## config.mk

```make
export PLATFORM = sky130hd
export DESIGN_NAME = lcd_scan_ctrl_flat
export DESIGN_NICKNAME = d
export VERILOG_FILES = /design/src/rtl/lcd_scan_ctrl_if.sv /design/src/rtl/lcd_scan_ctrl.sv /design/src/flat_wrapper.sv
export SDC_FILE = /design/constraint.sdc
export NUM_CORES = 1
export LEC_CHECK = 0
export BUFFER_PORTS_ARGS = -buffer_cell sky130_fd_sc_hd__buf_2
export CAP_MARGIN = 10
export CORE_AREA = 2 2 132 102
export DETAILED_ROUTE_END_ITERATION = 16
export DIE_AREA = 0 0 134 104
export PLACE_DENSITY = 0.79
export SYNTH_ARGS = -nofsm -noshare
export SYNTH_HDL_FRONTEND = slang
export SYNTH_SLANG_ARGS = --single-unit
```

## constraint.sdc

```tcl
create_clock -name clk -period 2.1 [get_ports clk]
set_input_delay 0.315 -clock clk [delete_from_list [all_inputs] [get_ports clk]]
set_output_delay 0.315 -clock clk [all_outputs]
set_load 0.01 [all_outputs]
```

## src/rtl/lcd_scan_ctrl_if.sv

```systemverilog
// lcd_scan_ctrl_if: valid/ready draw port between the slot scanner and the LCD painter
interface lcd_scan_ctrl_if;
  logic        valid;
  logic        ready;
  logic [5:0]  slot;
  logic [39:0] name;
  logic [31:0] value;
  modport master (output valid, slot, name, value, input ready);
  modport slave (input valid, slot, name, value, output ready);
endinterface

```

## src/rtl/lcd_scan_ctrl.sv

```systemverilog
// lcd_scan_ctrl: scans display slots onto a valid/ready draw port and assembles hex key entries
module lcd_scan_ctrl #(
  parameter int NUM_SLOTS = 44,
  parameter int SETTLE = 2
) (
  input  logic            clk,
  input  logic            resetn,
  input  logic            scan_en,
  output logic [5:0]      display_number,
  input  logic            display_valid,
  input  logic [39:0]     display_name,
  input  logic [31:0]     display_value,
  lcd_scan_ctrl_if.master draw,
  output logic            frame_done,
  input  logic            key_valid,
  input  logic [4:0]      key_code,
  output logic [31:0]     entry_value,
  output logic            input_valid,
  output logic [31:0]     input_value
);
  localparam logic [5:0] LAST = 6'(NUM_SLOTS);
  localparam logic [3:0] SETTLE_END = 4'(SETTLE - 1);
  typedef enum logic [1:0] {IDLE, WAIT, SAMPLE, DRAW} state_t;
  state_t state, state_n;
  logic [3:0] cnt, cnt_n, digits;
  logic adv, load;
  always_ff @(posedge clk) begin
    if (!resetn) begin
      state <= IDLE;
      cnt <= '0;
    end else begin
      state <= state_n;
      cnt <= cnt_n;
    end
  end
  always_comb begin
    state_n = state;
    cnt_n = cnt;
    adv = 1'b0;
    load = 1'b0;
    case (state)
      IDLE: begin
        state_n = scan_en ? WAIT : IDLE;
        cnt_n = '0;
      end
      WAIT: begin
        state_n = cnt == SETTLE_END ? SAMPLE : WAIT;
        cnt_n = cnt == SETTLE_END ? cnt : cnt + 4'd1;
      end
      SAMPLE: begin
        load = display_valid;
        adv = !display_valid;
        state_n = display_valid ? DRAW : SAMPLE;
      end
      DRAW: adv = draw.ready;
      default: state_n = IDLE;
    endcase
    if (adv) begin
      state_n = scan_en ? WAIT : IDLE;
      cnt_n = '0;
    end
  end
  always_ff @(posedge clk) begin
    if (!resetn) begin
      display_number <= 6'd1;
      frame_done <= 1'b0;
      draw.valid <= 1'b0;
      draw.slot <= '0;
      draw.name <= '0;
      draw.value <= '0;
    end else begin
      frame_done <= adv && display_number == LAST;
      if (adv)
        display_number <= display_number == LAST ? 6'd1 : display_number + 6'd1;
      if (load) begin
        draw.valid <= 1'b1;
        draw.slot <= display_number;
        draw.name <= display_name;
        draw.value <= display_value;
      end else if (adv) begin
        draw.valid <= 1'b0;
      end
    end
  end
  // Digits past the eighth are dropped; enter doubles as clear after submitting.
  always_ff @(posedge clk) begin
    if (!resetn) begin
      entry_value <= '0;
      digits <= '0;
      input_valid <= 1'b0;
      input_value <= '0;
    end else begin
      input_valid <= key_valid && key_code == 5'd18;
      if (key_valid && key_code == 5'd18)
        input_value <= entry_value;
      if (key_valid && !key_code[4] && digits != 4'd8) begin
        entry_value <= {entry_value[27:0], key_code[3:0]};
        digits <= digits + 4'd1;
      end else if (key_valid && (key_code == 5'd16 || key_code == 5'd18)) begin
        entry_value <= '0;
        digits <= '0;
      end else if (key_valid && key_code == 5'd17) begin
        entry_value <= entry_value >> 4;
        digits <= digits == 4'd0 ? 4'd0 : digits - 4'd1;
      end
    end
  end
endmodule

```

## src/flat_wrapper.sv

```systemverilog
// flat-port wrapper written by rule: the top's interface ports become plain ports
module lcd_scan_ctrl_flat 
#(
  parameter int NUM_SLOTS = 44,
  parameter int SETTLE = 2
)
  (clk, resetn, scan_en, display_number, display_valid, display_name, display_value, frame_done, key_valid, key_code, entry_value, input_valid, input_value, draw_valid, draw_slot, draw_name, draw_value, draw_ready);
  lcd_scan_ctrl_if draw_i ();
  input  logic clk;
  input  logic resetn;
  input  logic scan_en;
  output logic [5:0] display_number;
  input  logic display_valid;
  input  logic [39:0] display_name;
  input  logic [31:0] display_value;
  output logic frame_done;
  input  logic key_valid;
  input  logic [4:0] key_code;
  output logic [31:0] entry_value;
  output logic input_valid;
  output logic [31:0] input_value;
  output wire logic [$bits(draw_i.valid)-1:0] draw_valid;
  output wire logic [$bits(draw_i.slot)-1:0] draw_slot;
  output wire logic [$bits(draw_i.name)-1:0] draw_name;
  output wire logic [$bits(draw_i.value)-1:0] draw_value;
  input wire logic [$bits(draw_i.ready)-1:0] draw_ready;
  assign draw_valid = draw_i.valid;
  assign draw_slot = draw_i.slot;
  assign draw_name = draw_i.name;
  assign draw_value = draw_i.value;
  assign draw_i.ready = draw_ready;
  lcd_scan_ctrl #(.NUM_SLOTS(NUM_SLOTS), .SETTLE(SETTLE)) u_core (.clk(clk), .resetn(resetn), .scan_en(scan_en), .display_number(display_number), .display_valid(display_valid), .display_name(display_name), .display_value(display_value), .draw(draw_i), .frame_done(frame_done), .key_valid(key_valid), .key_code(key_code), .entry_value(entry_value), .input_valid(input_valid), .input_value(input_value));
endmodule
```

**Word level (Yosys, flattened, before mapping)**

Index checks and enable logic that the tools add are counted.

- Add/subtract/negate cells: 4
- Eq/ne operators: 10
- Mux-type cells: 19
- Bitwise logic cells: 1
- Reduce and logical (&&, ||, !) cells: 17

Operators by type and width:

| kind | number |
|---|---|
| 32-bit two-way mux | 3 |
| 4-bit two-way mux | 5 |
| 5-bit == test, second input constant | 3 |
| 4-bit by 1-bit adder with 4-bit output, second input constant | 2 |
| 4-bit one-hot mux with 2 select lines | 1 |
| 6-bit by 1-bit adder with 6-bit output, second input constant | 1 |
| 6-bit == test, second input constant | 1 |
| 1-bit logical AND | 6 |
| 6-bit two-way mux | 1 |
| 2-bit one-hot mux with 3 select lines | 1 |
| 1-bit two-way mux | 5 |
| 2-bit == test, second input constant | 2 |
| 4-bit by 1-bit == test with 1-bit output, second input constant | 1 |
| 4-bit logical NOT | 1 |
| 2-bit two-way mux | 2 |
| 4-bit != test, second input constant | 1 |
| 2-bit nonzero test | 2 |
| 4-bit nonzero test | 1 |
| 4-bit by 1-bit subtractor with 4-bit output, second input constant | 1 |
| 3-bit nonzero test | 1 |
| 2-bit by 1-bit == test with 1-bit output, second input constant | 1 |
| 1-bit logical NOT | 2 |
| 2-bit logical NOT | 1 |
| 2-bit != test, second input constant | 1 |
| other kinds (5) | 5 |

- Bits in registers: 161
- Bits of input ports: 83
- Output and inout bits: 151
- Word-level logic and storage cells: 63

**Longest topological paths before layout**

- Depth after elaboration: 5
- Depth in mapped cells: 8

**Worst setup path after synthesis**

OpenSTA, ideal clock, no wires.

- Kind: register to register
- From: register u_core.cnt[0]
- To: register u_core.cnt[0]
- Library setup time: 0.065 ns
- Arrival: 1.483 ns
- Data required time: 2.035 ns
- Setup slack: 0.552 ns
- Stages on the path, launching flop included: 6
- Period minus slack after synthesis: 1.548 ns
- Cells stage by stage: dfxtp_1 ha_1 or3b_2 nand2_1 mux2_2 nor2_1

- Word-level cells in the longest chain between the ends: 3
- Elaborated cells on any way between the ends: 6

Ends and longest elaborated chain:

| item | RTL line | source |
|---|---|---|
| start: declaration | lcd_scan_ctrl.sv:25 | `logic [3:0] cnt, cnt_n, digits;` |
| start signal: assignment | lcd_scan_ctrl.sv:33 | `cnt <= cnt_n;` |
| 4-bit by 1-bit adder with 4-bit output / 4-bit by 1-bit == test with 1-bit output (equally long branches) | lcd_scan_ctrl.sv:48 | `cnt_n = cnt == SETTLE_END ? cnt : cnt + 4'd1;` |
| 4-bit two-way mux / 2-bit != test (equally long branches) | - |  |
| 4-bit one-hot mux with 2 select lines / 2-bit AND reduction (equally long branches) | - |  |

Parallel ways exist; a longest one is shown, timed or not. The select of a mux whose other input is x is not followed.
A chain may end at the register's enable or synchronous reset.

**Worst setup path after layout**

- From: register u_core.digits[0]
- To: register u_core.digits[3]

- Word-level cells in the longest chain between the ends: 5
- Elaborated cells on any way between the ends: 10

Ends and longest elaborated chain:

| item | RTL line | source |
|---|---|---|
| start: declaration | lcd_scan_ctrl.sv:25 |  |
| start signal: assignment | lcd_scan_ctrl.sv:98 | `digits <= digits + 4'd1;` |
| start signal: assignment | lcd_scan_ctrl.sv:104 | `digits <= digits == 4'd0 ? 4'd0 : digits - 4'd1;` |
| 4-bit by 1-bit subtractor with 4-bit output / 4-bit logical NOT (equally long branches) | lcd_scan_ctrl.sv:104 |  |
| 4-bit two-way mux | lcd_scan_ctrl.sv:104 |  |
| 4-bit two-way mux | lcd_scan_ctrl.sv:102 | `end else if (key_valid && key_code == 5'd17) begin` |
| 4-bit two-way mux | lcd_scan_ctrl.sv:99 | `end else if (key_valid && (key_code == 5'd16 \|\| key_code == 5'd18)) begin` |
| 4-bit two-way mux | lcd_scan_ctrl.sv:96 | `if (key_valid && !key_code[4] && digits != 4'd8) begin` |

Parallel ways exist; a longest one is shown, timed or not. The select of a mux whose other input is x is not followed.

==> results_dict.tcl <==
set metrics [dict create \
    via_count 5749 \
    final-hold-violation-count 0 \
    synthSimpleGateAreaFrac 0.2339 \
    synth_common_cells "231 x nand2_1, 161 x dfxtp_1, 115 x a21oi_1" \
    slowest_delay_ns 0.35 \
    run_status "finished, final reports clean" \
    cts-resized-gates 0 \
    synthTopCellsByArea "dfxtp_1 53%, nand2_1 14%, a21oi_1 9.4%" \
    gp_congestion 0.8566 \
    die-area_um2 13940 \
    p_sw_frac 0.2442 \
    coreArea_um2 12660 \
    initial_core_util 0.4822 \
    io-pin-count 234 \
    nets 1060 \
    relSlewSlack 0.6613 \
    cts-buffers-inserted 17 \
    p_seq_frac 0.484 \
    synth-seq-cells 161 \
    cp_slowest_cell "dfxtp_1" \
    clk_path_buf_depth 2 \
    wl_per_cell_um 14.23 \
    cap_violations 0 \
    p_comb_frac 0.061 \
    area.sequential_um2 3223 \
    grt_pass1_vias 5214 \
    fp.dieH_um 104 \
    worst-r2r-cell-count 7 \
    max_freq_mhz 557.2 \
    muxShareOfSynthArea 0.01005 \
    cts_sinks 161 \
    ys_seq_area_frac 0.5281 \
    yosysMostFrequentCell "nand2_1" \
    syn_inst 751 \
    die_x_um 134 \
    drt_iter0_drc 347 \
    reg2reg_setup_slack_ns 0.31 \
    p_int_uw 4954 \
    ys.flop_type "dfxtp_1" \
    fin_tns_setup_ns 0 \
    p_clk_frac 0.455 \
    cts_setup_buffers 0 \
    synth-xor-area-share 0.007175 \
    placement.io_buffers 233 \
    critical_path_required_ns 2.40 \
    cts-root-buf "clkbuf_16" \
    drtPass1Iterations 5 \
    cp_max_fo 27 \
    cp_cell_sequence "inv_1, ha_1, nand3b_1, nand2_1, buf_4, o21ai_0, o211a_1" \
    synth.top_cell.area_share 0.5281 \
    critPathKind "flop to flop" \
    ant_nets 0 \
    grt_antenna_before_repair 0 \
    syn_area_per_cell_um2 8.127 \
    cp.arrival_ns 2.09 \
    synth-warning-count 0 \
    finalCriticalPeriod_ns 1.795 \
    crit_cells 7 \
    grtUsageTotal 0.2318 \
    tritoncts "built" \
    reg2reg_from "u_core.digits[0]" \
    final_area_um2 8034 \
    ys_types 48 \
    grt_pass1_wl_um 26120 \
    synth_compound_area_frac 0.1579 \
    n_antenna_cell 0 \
    wirelength_um 16370 \
    synth_top_family_by_area "simple AND/OR/NAND/NOR gates" \
    synth_area_leader_cell "dfxtp_1" \
    leakage_uw 0.003509 \
    syn-num-nets 844 \
    powerDensity_nw_per_um2 815.8 \
    final-setup-viol-count 0 \
    path_delay_family "compound AO/OA/AOI/OAI gates" \
    end_kind "flop" \
    skew_ns 0.01818 \
    remaining_drc_errors 0 \
    grt_max_degree 62 \
    layout-drive-gt1-share 0.2942 \
    postCtsHoldBufs 0 \
    synth_area_um2 6103 \
    fin_crit_sh 0.8546 \
    viasPerCell 4.999 \
    worstMarginPinSlew_ns 0.5060 \
    power.net_switching_uw 1600 \
    hold_path_class "input pin to flop" \
    htree_levels 4 \
    dp_hpwl_um 11570 \
    synth_edf_count 0 \
    clk_pin_slew_ns 0.07 \
    r2r-end "u_core.digits[3]" \
    async_reset_ff_frac 0 \
    multi_input_area_um2 2638 \
    rsz0062_at_grt "no" \
    ir_drop_uv 510.7 \
    critPathLaunchType "flop" \
    critPathCapture "u_core.digits[3]" \
    hold_start "display_value[9]" \
    num-fill-cells 1107 \
    crit_buf_inv 2 \
    maxSlewViolCount 0 \
    area_growth_pct 31.63 \
    overflow 0 \
    placed_area_um2 7465 \
    clock_latency_ns 0.42 \
    critPathLaunch "u_core.digits[0]" \
    synthAdderAreaFrac 0.02050 \
    rows 36 \
]
==> power by group through the flow <==
stage | Clock, uW | Sequential, uW | Combinational [uW]
global route | 3170 | 3180 | 443
floorplan | 0 | 3240 | 208
CTS | 3040 | 3170 | 402
detailed placement | 0 | 3240 | 399
global placement | 0 | 3240 | 395
finish | 2980 | 3170 | 402
==> cell usage in the layout (no fill, tap or decap), types with 2 or more instances in the layout <==
cell type,n
a211oi_1,2
a21oi_1,115
a22oi_1,4
and2_1,4
buf_12,7
buf_2,233
buf_4,6
clkbuf_16,17
clkinv_2,3
clkinvlp_4,2
dfxtp_1,161
ha_1,10
inv_1,9
inv_6,4
inv_8,4
mux2i_1,5
nand2_1,230
nand2b_1,5
nand3_1,6
nand3b_1,5
nor2_1,43
nor2b_1,3
nor3_1,27
nor3b_1,2
o21ai_0,13
o22ai_1,26
xnor2_1,2
xor2_1,3
==> layer usage <==
layer  global-route usage  share of wire
met4              0.07295          0.013
met2               0.3579           0.47
met5                    0              0
met3              0.07066          0.065
met1               0.3111           0.45
==> worst reg2reg max path, delay by kind of cell, from the launching register on <==
kind | cells | cell delay, ns
AOI/OAI and AO/OA | 2 | 0.38
buffers and inverters | 2 | 0.37
and+or+nand+nor | 2 | 0.37
DFF | 1 | 0.35
adders and majority gates | 1 | 0.21
==> area by class of cell <==
cell class | count | share of cell area
Multi-Input combinational cell | 531 | 0.3283
Timing Repair Buffer | 246 | 0.1682
Inverter | 10 | 0.004828
Clock buffer | 17 | 0.05295
Sequential cell | 161 | 0.4012
Clock inverter | 14 | 0.01791
Tap cell | 171 | 0.02663
==> registers in the layout, indices dropped and copies added, names as in the netlist, 2 cells and up <==
signal	cells
u_core.draw.value	32
u_core.digits	4
u_core.state	2
u_core.cnt	4
u_core.input_value	32
u_core.draw.slot	6
u_core.display_number	6
u_core.draw.name	40
u_core.entry_value	32
==> worst min path at each step <==
stage	end	slack, ns	depth (start not counted)
floorplan	u_core.draw.name[0]	0.45	2
global placement	u_core.draw.value[4]	0.44	2
detailed placement	u_core.draw.name[12]	0.44	2
CTS	u_core.draw.value[2]	0.11	3
global route	u_core.draw.value[23]	0.11	3
finish	u_core.draw.value[9]	0.12	3
==> cell families (layout without fill, tap and decap cells) <==
kind of cell               count (synthesis)  after routing
and+or+nand+nor                          336            336
AOI/OAI and AO/OA                        174            174
DFF                                      161            161
buffers and inverters                     59            287
adders and majority gates                 10             10
muxes                                      6              6
xor gates and xnor gates                   5              5
==> per-stage QoR <==
stage	instances	util	total power [uW]	setup WS [ns]	hold WS (ns)
2_1_floorplan	751	-	3446	0.5522	0.4510
3_3_place_gp	1119	0.5898	3633	0.4336	0.4388
3_5_place_dp	1119	0.5898	3638	0.3664	0.4434
4_1_cts	1150	0.6347	6610	0.3338	0.1121
5_1_grt	1150	0.6347	6788	0.1466	0.1103
6_report	1150	0.6347	6554	0.3053	0.1246
Note: power is estimated with default switching activity, not from simulation.
